## config.mk

```make
export PLATFORM = sky130hd
export DESIGN_NAME = pulse_to_level_converter_flat
export DESIGN_NICKNAME = d
export VERILOG_FILES = /design/src/rtl/pulse_to_level_converter_if.sv /design/src/rtl/pulse_to_level_converter.sv /design/src/flat_wrapper.sv
export SDC_FILE = /design/constraint.sdc
export NUM_CORES = 1
export LEC_CHECK = 0
export ABC_AREA = 1
export CORE_MARGIN = 2
export CORE_UTILIZATION = 55
export DETAILED_ROUTE_END_ITERATION = 16
export PLACE_DENSITY = 0.85
export SLEW_MARGIN = 30
export SYNTH_ARGS = -nofsm -noshare
export SYNTH_HDL_FRONTEND = slang
export SYNTH_SLANG_ARGS = --single-unit
export TNS_END_PERCENT = 20
```

## constraint.sdc

```tcl
create_clock -name clk -period 3.08 [get_ports clk]
set_clock_uncertainty 0.2 [all_clocks]
set_input_delay 0.616 -clock clk [delete_from_list [all_inputs] [get_ports clk]]
set_output_delay 0.616 -clock clk [all_outputs]
set_load 0.1 [all_outputs]
```

## src/rtl/pulse_to_level_converter_if.sv

```systemverilog
// Request/level bundle between a pulse producer and the pulse-to-level converter.
// The master drives pulse_in/ack/clr_miss; the slave (converter) returns the level and status.
interface pulse_to_level_converter_if #(
   parameter int MISS_W = 4
);
   // Handshake: a high pulse_in sample is one request. level_out then holds high until
   // ack is seen (after the minimum width) or the timeout expires, and is always
   // followed by at least one low cycle.
   logic              pulse_in;
   logic              ack;
   logic              clr_miss;
   logic              level_out;
   logic              busy;
   logic              timeout;
   logic [MISS_W-1:0] miss_count;
   logic [1:0]        state_dbg;

   modport master (
      output pulse_in, ack, clr_miss,
      input  level_out, busy, timeout, miss_count, state_dbg
   );

   modport slave (
      input  pulse_in, ack, clr_miss,
      output level_out, busy, timeout, miss_count, state_dbg
   );
endinterface

```

## src/rtl/pulse_to_level_converter.sv

```systemverilog
// Stretches a one-cycle request into a level held until ack (after MIN_HIGH cycles) or
// TIMEOUT cycles, then one guaranteed low cycle. Requests arriving while high are counted.
module pulse_to_level_converter #(
   parameter int MIN_HIGH = 4,
   parameter int TIMEOUT  = 64,
   parameter int MISS_W   = 4
) (
   input  logic                         clk,
   input  logic                         reset,
   pulse_to_level_converter_if.slave    bus
);
   localparam int                CNT_W    = $clog2(TIMEOUT + 1);
   localparam logic [CNT_W-1:0]  MIN_C    = CNT_W'(MIN_HIGH);
   localparam logic [CNT_W-1:0]  TO_C     = CNT_W'(TIMEOUT);
   localparam logic [CNT_W-1:0]  CNT_ONE  = CNT_W'(1);
   localparam logic [MISS_W-1:0] MISS_MAX = {MISS_W{1'b1}};

   typedef enum logic [1:0] {
      IDLE = 2'd0,
      HIGH = 2'd1,
      GAP  = 2'd2
   } state_e;

   state_e              cs_q, cs_d;
   logic [CNT_W-1:0]    cnt_q, cnt_d;
   logic                ack_seen_q, ack_seen_d;
   logic                timeout_q, timeout_d;
   logic [MISS_W-1:0]   miss_q, miss_d;

   logic ack_any;
   logic at_timeout;
   logic exit_high;

   assign ack_any    = bus.ack | ack_seen_q;
   assign at_timeout = (cnt_q == TO_C);
   assign exit_high  = (ack_any && (cnt_q >= MIN_C)) || at_timeout;

   always_comb begin
      cs_d       = cs_q;
      cnt_d      = cnt_q;
      ack_seen_d = ack_seen_q;
      timeout_d  = 1'b0;
      case (cs_q)
         IDLE: begin
            if (bus.pulse_in) begin
               cs_d       = HIGH;
               cnt_d      = CNT_ONE;
               ack_seen_d = 1'b0;
            end
         end
         HIGH: begin
            ack_seen_d = ack_any;
            if (exit_high) begin
               cs_d      = GAP;
               // ack in the final cycle wins over the timeout
               timeout_d = at_timeout && !ack_any;
            end else begin
               cnt_d = cnt_q + CNT_ONE;
            end
         end
         GAP: begin
            if (bus.pulse_in) begin
               cs_d       = HIGH;
               cnt_d      = CNT_ONE;
               ack_seen_d = 1'b0;
            end else begin
               cs_d  = IDLE;
               cnt_d = '0;
            end
         end
         default: begin
            cs_d       = IDLE;
            cnt_d      = '0;
            ack_seen_d = 1'b0;
         end
      endcase
   end

   always_comb begin
      miss_d = miss_q;
      if (bus.clr_miss) begin
         miss_d = '0;
      end else if ((cs_q == HIGH) && bus.pulse_in && (miss_q != MISS_MAX)) begin
         miss_d = miss_q + 1'b1;
      end
   end

   always_ff @(posedge clk or posedge reset) begin
      if (reset) begin
         cs_q       <= IDLE;
         cnt_q      <= '0;
         ack_seen_q <= 1'b0;
         timeout_q  <= 1'b0;
         miss_q     <= '0;
      end else begin
         cs_q       <= cs_d;
         cnt_q      <= cnt_d;
         ack_seen_q <= ack_seen_d;
         timeout_q  <= timeout_d;
         miss_q     <= miss_d;
      end
   end

   assign bus.level_out  = (cs_q == HIGH);
   assign bus.busy       = (cs_q != IDLE);
   assign bus.timeout    = timeout_q;
   assign bus.miss_count = miss_q;
   assign bus.state_dbg  = cs_q;
endmodule

```

## src/flat_wrapper.sv

```systemverilog
// flat-port wrapper written by rule: the top's interface ports become plain ports
module pulse_to_level_converter_flat 
#(
   parameter int MIN_HIGH = 4,
   parameter int TIMEOUT  = 64,
   parameter int MISS_W   = 4
)
  (clk, reset, bus_pulse_in, bus_ack, bus_clr_miss, bus_level_out, bus_busy, bus_timeout, bus_miss_count, bus_state_dbg);
  pulse_to_level_converter_if #(.MISS_W(MISS_W)) bus_i ();
  input  logic clk;
  input  logic reset;
  input wire logic [$bits(bus_i.pulse_in)-1:0] bus_pulse_in;
  input wire logic [$bits(bus_i.ack)-1:0] bus_ack;
  input wire logic [$bits(bus_i.clr_miss)-1:0] bus_clr_miss;
  output wire logic [$bits(bus_i.level_out)-1:0] bus_level_out;
  output wire logic [$bits(bus_i.busy)-1:0] bus_busy;
  output wire logic [$bits(bus_i.timeout)-1:0] bus_timeout;
  output wire logic [$bits(bus_i.miss_count)-1:0] bus_miss_count;
  output wire logic [$bits(bus_i.state_dbg)-1:0] bus_state_dbg;
  assign bus_i.pulse_in = bus_pulse_in;
  assign bus_i.ack = bus_ack;
  assign bus_i.clr_miss = bus_clr_miss;
  assign bus_level_out = bus_i.level_out;
  assign bus_busy = bus_i.busy;
  assign bus_timeout = bus_i.timeout;
  assign bus_miss_count = bus_i.miss_count;
  assign bus_state_dbg = bus_i.state_dbg;
  pulse_to_level_converter #(.MIN_HIGH(MIN_HIGH), .TIMEOUT(TIMEOUT), .MISS_W(MISS_W)) u_core (.clk(clk), .reset(reset), .bus(bus_i));
endmodule
```

==> metrics.md <==
| Metric | Value |
|---|---|
| Hold-fix buffers, CTS | 0 |
| CP max-delay cell | dfrtp_1 |
| Hold Crit Class | register to register |
| Vias per cell | around 5.3 |
| Total number of vias | 767 |
| Fin worst setup slack | a little over 0.9 ns |
| Worst VDD drop | between 700 and 800 uV |
| CP endpoint kind | output pin |
| Fin Setup TNS | 0 ns |
| FMAX | about 460 MHz |
| Clock group share of total power | 10.3% |
| Worst hold start | u_core.cnt_q[1] |
| Place WS | 1.03 ns |
| Crit path largest cell delay | roughly 0.45 ns |
| Post-route DRC | 0 |
| Top cells by count, synth | nand2_1 (29), dfrtp_1 (15), nand3_1 (15) |
| Register area share after synthesis | a little over two fifths |
| Worst-path clk slew | ~0.09 ns |
| Most frequently used cell type in the post-synthesis netlist | nand2_1 |
| Distinct cells, synth | 24 |
| Top FF cell, synth | dfrtp_1 |
| N_diodes | 0 |
| Worst setup SP type | register |
| Clock sinks | 15 |
| Synth async-reset ratio | 100% |
| Clock buffer count from CTS | 3 |
| Worst-Skew Late Latency | 0.29 ns |
| FF-to-FF setup slack | around 1.5 ns |
| Reg power frac | 28.9% |
| Worst Reg-to-Reg Cells | 9 |
| Pwr/cell area | around 1100 nW/um2 |
| Cell taking the most area after synthesis | dfrtp_1 |
| Die X | approximately 44 um |
| Unrepaired setup endpoints after global routing | no |
| H-tree levels | 1 |
| Crit Path Category | register to output pin |
| Outcome | complete, no violations |
| Worst EP required | around 2.3 ns |
| Grt ovf | 0 |
| First-pass GRT wire length | 2.75 mm |
| Period utilisation layout | between 70% and 80% |
| Initial drt markers | 15 |
| Int Pwr | 0.471 mW |
| Root Buffer | clkbuf_4 |
| Max Slew Vio Count | 0 |
| Post-CTS setup buffer count | 0 |
| Pre-antenna DRT Iters | 4 |
| Hold Violations, Final | 0 |
| Period minus WS final | around 2.2 ns |
| Starting density of the core | about three fifths |
| Cts repair resizes | 0 |
| Die area | between 1500 and 2000 um2 |
| Vias in the first global route | roughly 630 |
| Lkg Pwr | 0.535 nW |
| Area post-placement | about 1000 um2 |
| Hold path cells | 2 |
| Fraction of layout cells with a size suffix above 1 | between 10% and 20% |
| Synthesized instance count | roughly 110 |
| Routability cong. | 0.826 |
| Placed cells | 141 |
| Layout area overhead | 16.0% |
| # rows | 14 |
| Finished Cell Area | 1030 um2 |
| Post-synth EDFFs | 0 |
| Total GRT Usage | around a fifth |
| Detail Route Antenna Nets | 0 |
| Port buffer count | 13 |
| Final-report setup violation count | 0 |
| Worst Path Max Fanout | 7 |
| Die Y-Extent | 44.3 um |
| Combinational share of power | 60.8% |
| Synthesized area | around 890 um2 |
| Largest net degree at the start of global routing | 16 |
| Nets | 138 |
| Syn_nets | between 100 and 150 |
| Clk buf depth | 2 |
| R2R Path End | u_core.cnt_q[5] |
| Hold Crit Endpoint | u_core.cnt_q[1] |
| Avg Inst Size Synth | 7.89 um2 |
| FF+latch count, synth | 15 |
| Net Sw Frac | 57.4% |
| CP arrival | 1.34 ns |
| IO Pins | 14 |
| Ranking of synthesized cells by area | dfrtp_1 (42%), nand2_1 (12%), nand3_1 (8.4%) |
| Crit-path cells | nor2_4 > buf_4 |
| Max-slew headroom at the worst pin | a little over three fifths |
| Sw Pwr | 0.635 mW |
| Critical Path Start | u_core.bus.state_dbg[1] |
| CTS tree | built |
| Worst r2r src | u_core.cnt_q[0] |
| Core ar. | approximately 1500 um2 |
| Initial antenna violation count | 0 |
| Routed wire length | 1.64 mm |
| Worst-margin pin slew | between 0.5 and 0.6 ns |
| Max-cap violation count | 0 |
| Top-area cell type share of the netlist area | a little over two fifths |
| YS warnings | 0 |
| HPWL Detailed | 1.30 mm |
| Non-Filler Instances | 145 |
| WL/cell | between 10 and 15 um |
## final cells by class
cell class	count	area (um2)
Timing Repair Buffer	13	108
Tap cell	16	20.0
Clock buffer	4	26.3
Fill cell	129	472
Sequential cell	15	375
Multi-Input combinational cell	84	443
Inverter	13	62.6
## sequential cells by signal (all words and copies together), names as in the netlist
name	count
u_core.bus.miss_count	4
u_core.cnt_q	7
u_core.ack_seen_q	1
u_core.bus.timeout	1
u_core.bus.state_dbg	2
## worst max-delay path, delay by kind of cell (launching register included)
family	cells	cell delay [ns]
simple gates	1	0.26
flops	1	0.45
buf+inv	1	0.34
## cells in the final DEF, fill, tap and decap left out, types with 2 or more instances in the layout
cell type / instances
clkdlybuf4s50_1: 4
nand2_1: 29
clkbuf_4: 3
xor2_1: 3
nand3_1: 15
inv_1: 10
dfrtp_1: 15
o21ai_0: 4
inv_2: 2
nor3_1: 2
ha_1: 3
buf_4: 9
nand2_4: 2
a21oi_1: 2
nor2_1: 14
## kinds of logic (layout without fill, tap and decap cells)
family,count (synthesis),count (layout),synth area share [%]
fa+ha+maj,3,3,4.21
xor+xnor,4,4,3.93
compound gates,8,8,4.63
flops,15,15,42.1
buf+inv,14,30,8.28
simple gates,69,69,36.9
## worst max-delay path by stage
stage / end / cells after the start
6_report: bus_level_out / 2
5_1_grt: bus_level_out / 2
4_1_cts: bus_level_out / 2
3_5_place_dp: u_core.cnt_q[5] / 8
3_3_place_gp: u_core.cnt_q[2] / 8
2_1_floorplan: u_core.cnt_q[5] / 7
## layer usage
layer  track usage (%)  part of all wire, %  vias up
met5                 0                    0        -
met4              7.27                  1.4        0
met3              3.67                  4.7        3
met2              30.3                   45       16
met1              26.2                   48      350
li1                  -                    -      398
## power groups by stage
| stage | Clock [mW] | Sequential (mW) | Combinational [mW] |
|---|---|---|---|
| floorplan | 0 | 0.473 | 0.395 |
| detailed placement | 0 | 0.322 | 0.672 |
| global route | 0.125 | 0.328 | 0.717 |
| CTS | 0.116 | 0.319 | 0.673 |
| finish | 0.114 | 0.319 | 0.672 |
| global placement | 0 | 0.320 | 0.665 |
## stage by stage
stage               hold slack, ns  total power, mW  util [%]
floorplan                    0.292            0.868         -
global placement             0.328            0.985      66.9
detailed placement           0.350            0.994      66.9
CTS                          0.370             1.11      68.7
global route                 0.409             1.17      68.7
finish                       0.372             1.11      68.7
Power figures use the tool's default switching activity.
